[config.mk]
export PLATFORM = sky130hd
export DESIGN_NAME = pc_sequencer_flat
export DESIGN_NICKNAME = d
export VERILOG_FILES = /design/src/rtl/pc_sequencer_pkg.sv /design/src/rtl/pc_sequencer_if.sv /design/src/rtl/pc_next.sv /design/src/rtl/pc_sequencer.sv /design/src/flat_wrapper.sv
export SDC_FILE = /design/constraint.sdc
export NUM_CORES = 1
export LEC_CHECK = 0
export BUFFER_PORTS_ARGS = -buffer_cell sky130_fd_sc_hd__buf_2
export CAP_MARGIN = 5
export CORE_ASPECT_RATIO = 0.9
export CORE_MARGIN = 3
export CORE_UTILIZATION = 30
export CTS_BUF_LIST = sky130_fd_sc_hd__clkbuf_4
export DETAILED_ROUTE_END_ITERATION = 8
export PLACE_DENSITY = 0.6
export SLEW_MARGIN = 20
export SYNTH_ARGS = -nofsm -noshare
export SYNTH_HDL_FRONTEND = slang
export SYNTH_SLANG_ARGS = --single-unit
[constraint.sdc]
create_clock -name clock -period 2.2 [get_ports clock]
set_clock_uncertainty 0.1 [all_clocks]
set_input_delay 0.22 -clock clock [delete_from_list [all_inputs] [get_ports clock]]
set_output_delay 0.22 -clock clock [all_outputs]
set_load 0.01 [all_outputs]
[src/rtl/pc_sequencer_pkg.sv]
// rtl/pc_sequencer_pkg.sv - shared widths, opcodes and state encoding for the pc sequencer
// Purpose: constants and small helpers shared by pc_sequencer, pc_next and the bus interface.
package pc_sequencer_pkg;

    localparam int PC_W    = 8;
    localparam int FIELD_W = 5;
    localparam int OP_W    = 3;
    localparam int INSN_W  = OP_W + FIELD_W;
    localparam int CNT_W   = 16;

    typedef enum logic [OP_W-1:0] {
        OP_BNE  = 3'b000,
        OP_SLT  = 3'b001,
        OP_LW   = 3'b010,
        OP_SW   = 3'b011,
        OP_ADD  = 3'b100,
        OP_ADDI = 3'b101,
        OP_JUMP = 3'b110,
        OP_HALT = 3'b111
    } opcode_t;

    typedef enum logic [1:0] {
        ST_FETCH  = 2'b00,
        ST_DECODE = 2'b01,
        ST_EXEC   = 2'b10,
        ST_HALT   = 2'b11
    } state_t;

    // Branch offsets are two's-complement in the instruction field.
    function automatic logic [PC_W-1:0] sext_field(input logic [FIELD_W-1:0] field);
        return {{(PC_W-FIELD_W){field[FIELD_W-1]}}, field};
    endfunction

endpackage

[src/rtl/pc_sequencer_if.sv]
// rtl/pc_sequencer_if.sv - instruction memory and control unit bus of the pc sequencer
// Purpose: groups the instruction fetch path and the control unit handshake.
// master: the sequencer (drives imem_addr, opcode, ir_field; receives imem_data and controls)
// slave : memory + control unit side
interface pc_sequencer_if;
    import pc_sequencer_pkg::*;

    logic [PC_W-1:0]    imem_addr;
    logic [INSN_W-1:0]  imem_data;
    logic [OP_W-1:0]    opcode;
    logic [FIELD_W-1:0] ir_field;
    logic               PCEsc;
    logic               BranchNE;
    logic               Jump;
    logic               ula_zero;

    modport master (
        output imem_addr, opcode, ir_field,
        input  imem_data, PCEsc, BranchNE, Jump, ula_zero
    );

    modport slave (
        input  imem_addr, opcode, ir_field,
        output imem_data, PCEsc, BranchNE, Jump, ula_zero
    );
endinterface

[src/rtl/pc_next.sv]
// rtl/pc_next.sv - combinational next program counter
// Purpose: selects hold / jump / taken branch / increment for the EXEC edge.
// Ports: pc, field (IR[4:0]), Jump, BranchNE, ula_zero, PCEsc in; pc_nxt out.
module pc_next
    import pc_sequencer_pkg::*;
(
    input  logic [PC_W-1:0]    pc,
    input  logic [FIELD_W-1:0] field,
    input  logic               Jump,
    input  logic               BranchNE,
    input  logic               ula_zero,
    input  logic               PCEsc,
    output logic [PC_W-1:0]    pc_nxt
);

    logic [PC_W-1:0] pc_inc;

    always_comb begin
        pc_inc = pc + 8'd1;
        pc_nxt = pc_inc;
        if (!PCEsc) begin
            pc_nxt = pc;
        end else if (Jump) begin
            // Jump stays inside the current 32-word page and wins over BranchNE.
            pc_nxt = {pc[PC_W-1:FIELD_W], field};
        end else if (BranchNE && !ula_zero) begin
            pc_nxt = pc_inc + sext_field(field);
        end
    end

endmodule

[src/rtl/pc_sequencer.sv]
// rtl/pc_sequencer.sv - three-cycle fetch/decode/exec program counter sequencer
// Purpose: owns pc, IR, the FSM and the retired-instruction counter.
// Ports: clock, reset (sync, active-high); bus (master) to memory and control unit;
//        halted, retire (one-cycle pulse), instr_count (saturating).
module pc_sequencer
    import pc_sequencer_pkg::*;
(
    input  logic               clock,
    input  logic               reset,
    pc_sequencer_if.master     bus,
    output logic               halted,
    output logic               retire,
    output logic [CNT_W-1:0]   instr_count
);

    state_t              state;
    logic [PC_W-1:0]     pc;
    logic [INSN_W-1:0]   ir;
    logic [PC_W-1:0]     pc_nxt;

    assign bus.imem_addr = pc;
    assign bus.opcode    = ir[INSN_W-1:FIELD_W];
    assign bus.ir_field  = ir[FIELD_W-1:0];

    pc_next u_pc_next (
        .pc       (pc),
        .field    (ir[FIELD_W-1:0]),
        .Jump     (bus.Jump),
        .BranchNE (bus.BranchNE),
        .ula_zero (bus.ula_zero),
        .PCEsc    (bus.PCEsc),
        .pc_nxt   (pc_nxt)
    );

    always_ff @(posedge clock) begin
        if (reset) begin
            state       <= ST_FETCH;
            pc          <= '0;
            ir          <= '0;
            instr_count <= '0;
            retire      <= 1'b0;
            halted      <= 1'b0;
        end else begin
            retire <= 1'b0;
            case (state)
                ST_FETCH: begin
                    ir    <= bus.imem_data;
                    state <= ST_DECODE;
                end
                ST_DECODE: begin
                    // opcode/ir_field are already stable from IR; control unit captures here.
                    state <= ST_EXEC;
                end
                ST_EXEC: begin
                    pc <= pc_nxt;
                    if (bus.PCEsc) begin
                        retire <= 1'b1;
                        if (instr_count != {CNT_W{1'b1}}) begin
                            instr_count <= instr_count + 16'd1;
                        end
                        state <= ST_FETCH;
                    end else begin
                        halted <= 1'b1;
                        state  <= ST_HALT;
                    end
                end
                ST_HALT: begin
                    state <= ST_HALT;
                end
                default: begin
                    state <= ST_HALT;
                end
            endcase
        end
    end

endmodule

[src/flat_wrapper.sv]
// flat-port wrapper written by rule: the top's interface ports become plain ports
module pc_sequencer_flat import pc_sequencer_pkg::*;
  (clock, reset, halted, retire, instr_count, bus_imem_addr, bus_opcode, bus_ir_field, bus_imem_data, bus_PCEsc, bus_BranchNE, bus_Jump, bus_ula_zero);
  pc_sequencer_if bus_i ();
  input  logic clock;
  input  logic reset;
  output logic halted;
  output logic retire;
  output logic [CNT_W-1:0] instr_count;
  output wire logic [$bits(bus_i.imem_addr)-1:0] bus_imem_addr;
  output wire logic [$bits(bus_i.opcode)-1:0] bus_opcode;
  output wire logic [$bits(bus_i.ir_field)-1:0] bus_ir_field;
  input wire logic [$bits(bus_i.imem_data)-1:0] bus_imem_data;
  input wire logic [$bits(bus_i.PCEsc)-1:0] bus_PCEsc;
  input wire logic [$bits(bus_i.BranchNE)-1:0] bus_BranchNE;
  input wire logic [$bits(bus_i.Jump)-1:0] bus_Jump;
  input wire logic [$bits(bus_i.ula_zero)-1:0] bus_ula_zero;
  assign bus_imem_addr = bus_i.imem_addr;
  assign bus_opcode = bus_i.opcode;
  assign bus_ir_field = bus_i.ir_field;
  assign bus_i.imem_data = bus_imem_data;
  assign bus_i.PCEsc = bus_PCEsc;
  assign bus_i.BranchNE = bus_BranchNE;
  assign bus_i.Jump = bus_Jump;
  assign bus_i.ula_zero = bus_ula_zero;
  pc_sequencer u_core (.clock(clock), .reset(reset), .bus(bus_i), .halted(halted), .retire(retire), .instr_count(instr_count));
endmodule
==> run summary <==
largest net degree at the start of global routing: 19
Area Overhead vs Synth: 36.5%
total number of H-tree levels: 2
Yosys warning count: 0
Post-synth EDFFs: 0
Worst setup SP type: flip-flop
Post-Syn Area: 2060 um^2
Final Instance Count excl. Fillers: 416
number of synthesized register bits: 36
Util after Layout: 44.0%
WHS: 0.0239 ns
WS Path Type: flip-flop to flip-flop
predominant post-synthesis flop cell: dfxtp_1
Max Clk Rate: 0.434 GHz
Final HPWL DP: 3.92 mm
status: finished with violations
number of global-route vias before repair: 2032
share of layout cells above drive strength 1: 35.0%
failing checks: setup timing
Worst-Skew Late Latency: 0.34 ns
synth unique cells: 43
Initial DRC Count: 64
die width: 93.3 um
setup violators final: 2
drt drc: 0
Worst-Margin Slew: 0.535 ns
Post-Synthesis Cells: 247
synthesized area per cell: 8.33 um^2
worst-path fanout max: 3
Seq/Total Area, Yosys: 35.0%
Core ar.: 6380 um^2
Inserted Clock Buffers: 5
Slowest cell on crit path: dfxtp_4
CTS clock-pin slew for the worst setup and hold paths: 0.11 ns
Critical Path RT: 2.37 ns
crit-path cells: ha_4 -> nand3_1 -> xnor2_2 -> ha_1 -> a21oi_2 -> o21ai_1 -> or3_1 -> and4_1 -> o32ai_2
GP Congestion: 0.843
Max clock buf depth: 2
LEAKAGE: 1.24 nW
class of the tightest hold or removal check: input port to flip-flop
initial antenna violation count: 0
CTS tree: done
grt ovf: 0
Critical Path End Type: flip-flop
Root Buffer: clkbuf_4
routed wire length: 5.41 mm
register area: 733 um^2
Die Y: 84.6 um
average routed wire per standard cell: 13.0 um
Period minus WS final: 2.30 ns
RSZ-0062 raised after global routing: yes
Cell Pwr Density: 454 nW/um^2
DR vias/cell: 4.84
GRT Util Overall: 14.4%
multi-input logic area: 1340 um^2
data arrival time of the worst path: 2.47 ns
asr flop ratio synth: 0%
worst slack, placed: -0.125 ns
placed instance count: 394
syn_nets: 273
IO buf count: 47
row count: 27
Fin. Hold Viols: 0
Max Cap Viol: 0
overall power: 1.27 mW
Peak supply drop: 247 uV
Filler Cells Inserted: 646
first-pass GRT wire length: 9.29 mm
CP max stage delay: 0.37 ns
Final Max Slew Viols: 0
headroom to the max-slew limit: 64.2%
io pins: 48
first-pass iteration count of the detailed router: 4
Final Worst Setup Slack: -0.102 ns
period utilization: 105%
remaining antenna violation count: 0
Initial Utilization: 32.2%
full die area: 7890 um^2
Diodes inserted: 0
Clock Sinks: 36
via count: 2015
fin nets: 355
kinds of logic (layout without fill, tap and decap cells):
group / Yosys count / after routing / share of synthesized area, %
AND/OR/NAND/NOR: 95 / 95 / 24.7
AO/OA/AOI/OAI: 62 / 62 / 19.4
XOR/XNOR: 20 / 20 / 8.52
flip-flops: 36 / 36 / 35.0
multiplexers: 2 / 2 / 0.973
buffers and inverters: 20 / 102 / 3.71
adder cells (fa/ha/maj): 12 / 12 / 7.66
Yosys cell counts, types with 2 or more instances:
cell	count	area share (%)
a2111oi_2	2	1.5
a211oi_1	6	2.2
a21oi_1	22	5.4
a311oi_1	2	0.85
a31o_1	2	0.85
a31oi_1	3	0.91
a32o_1	2	0.97
and3_1	2	0.61
and4_1	2	0.85
clkbuf_1	9	1.6
dfxtp_1	36	35
ha_1	11	6.7
inv_1	10	1.8
mux2i_1	2	0.97
nand2_1	29	5.3
nand3_1	9	2.2
nand3b_1	2	0.73
nand4_1	5	1.5
nor2_1	25	4.6
nor2b_1	2	0.61
nor3_1	7	1.7
o211ai_1	4	1.5
o21ai_0	15	3.6
xnor2_1	14	6.0
xor2_1	6	2.6
stage by stage:
step | TNS [ns] | cell area [um^2]
5_1_grt | -0.489 | 2810
3_5_place_dp | -0.125 | 2560
2_1_floorplan | -0.0140 | 2080
4_1_cts | -0.102 | 2760
3_3_place_gp | -0.0683 | 2560
6_report | -0.181 | 2810
layout make-up:
type	instances	area share, %
inverter	10	1.34
timing repair buffer	85	19.1
tap	87	3.88
clock buffer	6	1.60
sequential	36	26.1
multi-input combinational	191	47.8
clock inverter	1	0.178
per-layer routing:
layer | vias up | part of all wire [%] | global-route usage, % | routed length [um]
li1 | 1041 | - | - | -
met1 | 914 | 50 | 19.9 | 2690
met2 | 55 | 44 | 22.2 | 2390
met3 | 5 | 5.1 | 3.14 | 277
met4 | 0 | 0.89 | 4.79 | 48
met5 | - | 0 | 0 | 0
placed cells by master, fill, tap and decap left out, types with 3 or more instances in the layout:
| master | count |
|---|---|
| buf_2 | 47 |
| buf_4 | 32 |
| dfxtp_1 | 32 |
| nand2_1 | 27 |
| nor2_1 | 23 |
| a21oi_1 | 19 |
| o21ai_0 | 14 |
| xnor2_1 | 13 |
| inv_1 | 10 |
| ha_1 | 9 |
| nand3_1 | 8 |
| nor3_1 | 7 |
| a211oi_1 | 6 |
| clkbuf_4 | 6 |
| dlygate4sd3_1 | 6 |
| xor2_1 | 5 |
| nand4_1 | 5 |
| o211ai_1 | 4 |
| nand2_2 | 3 |
| a31oi_1 | 3 |
| a21oi_2 | 3 |
| dfxtp_4 | 3 |
where the power goes:
| group | leakage, nW | internal (mW) | switching, mW |
|---|---|---|---|
| registers | 0.295 | 0.671 | 0.0233 |
| clock network | 0.0315 | 0.130 | 0.222 |
| logic | 0.914 | 0.110 | 0.118 |
worst max-delay path: cells and delay by family (launching register included):
family                     cells  cell delay (ns)
and+or+nand+nor                3             0.67
adders and majority gates      2             0.48
AOI/OAI and AO/OA              3             0.45
DFF                            1             0.37
xor gates and xnor gates       1             0.17
registers in the layout, indices dropped and copies added (netlist names):
signal,count
u_core.instr_count,16
u_core.retire,1
u_core.state,2
u_core.ir,8
u_core.halted,1
u_core.bus.imem_addr,8
repair_timing:
item / 4_1_cts / 5_1_grt
hold buffers: 6 / 0
buffers inserted: 8 / 1
pin swaps: 3 / 2
resized for setup: 5 / 9
endpoints found under the hold margin: 6 / 0
endpoints found under the setup margin: 2 / 4
path summary, 6_finish.rpt:
check / start / end / slack (ns) / depth (start not counted)
worst max-delay path: u_core.bus.imem_addr[1]$_SDFFE_PP0P_ / u_core.bus.imem_addr[7]$_SDFFE_PP0P_ / -0.10 / 9
worst min-delay path: bus_imem_data[1] / u_core.ir[1]$_SDFFE_PP0N_ / 0.02 / 3
worst max register to register: u_core.bus.imem_addr[1]$_SDFFE_PP0P_ / u_core.bus.imem_addr[7]$_SDFFE_PP0P_ / -0.10 / 9
worst min register to register: u_core.ir[6]$_SDFFE_PP0N_ / u_core.ir[6]$_SDFFE_PP0N_ / 0.39 / 2
Note: power is estimated with default switching activity, not from simulation.
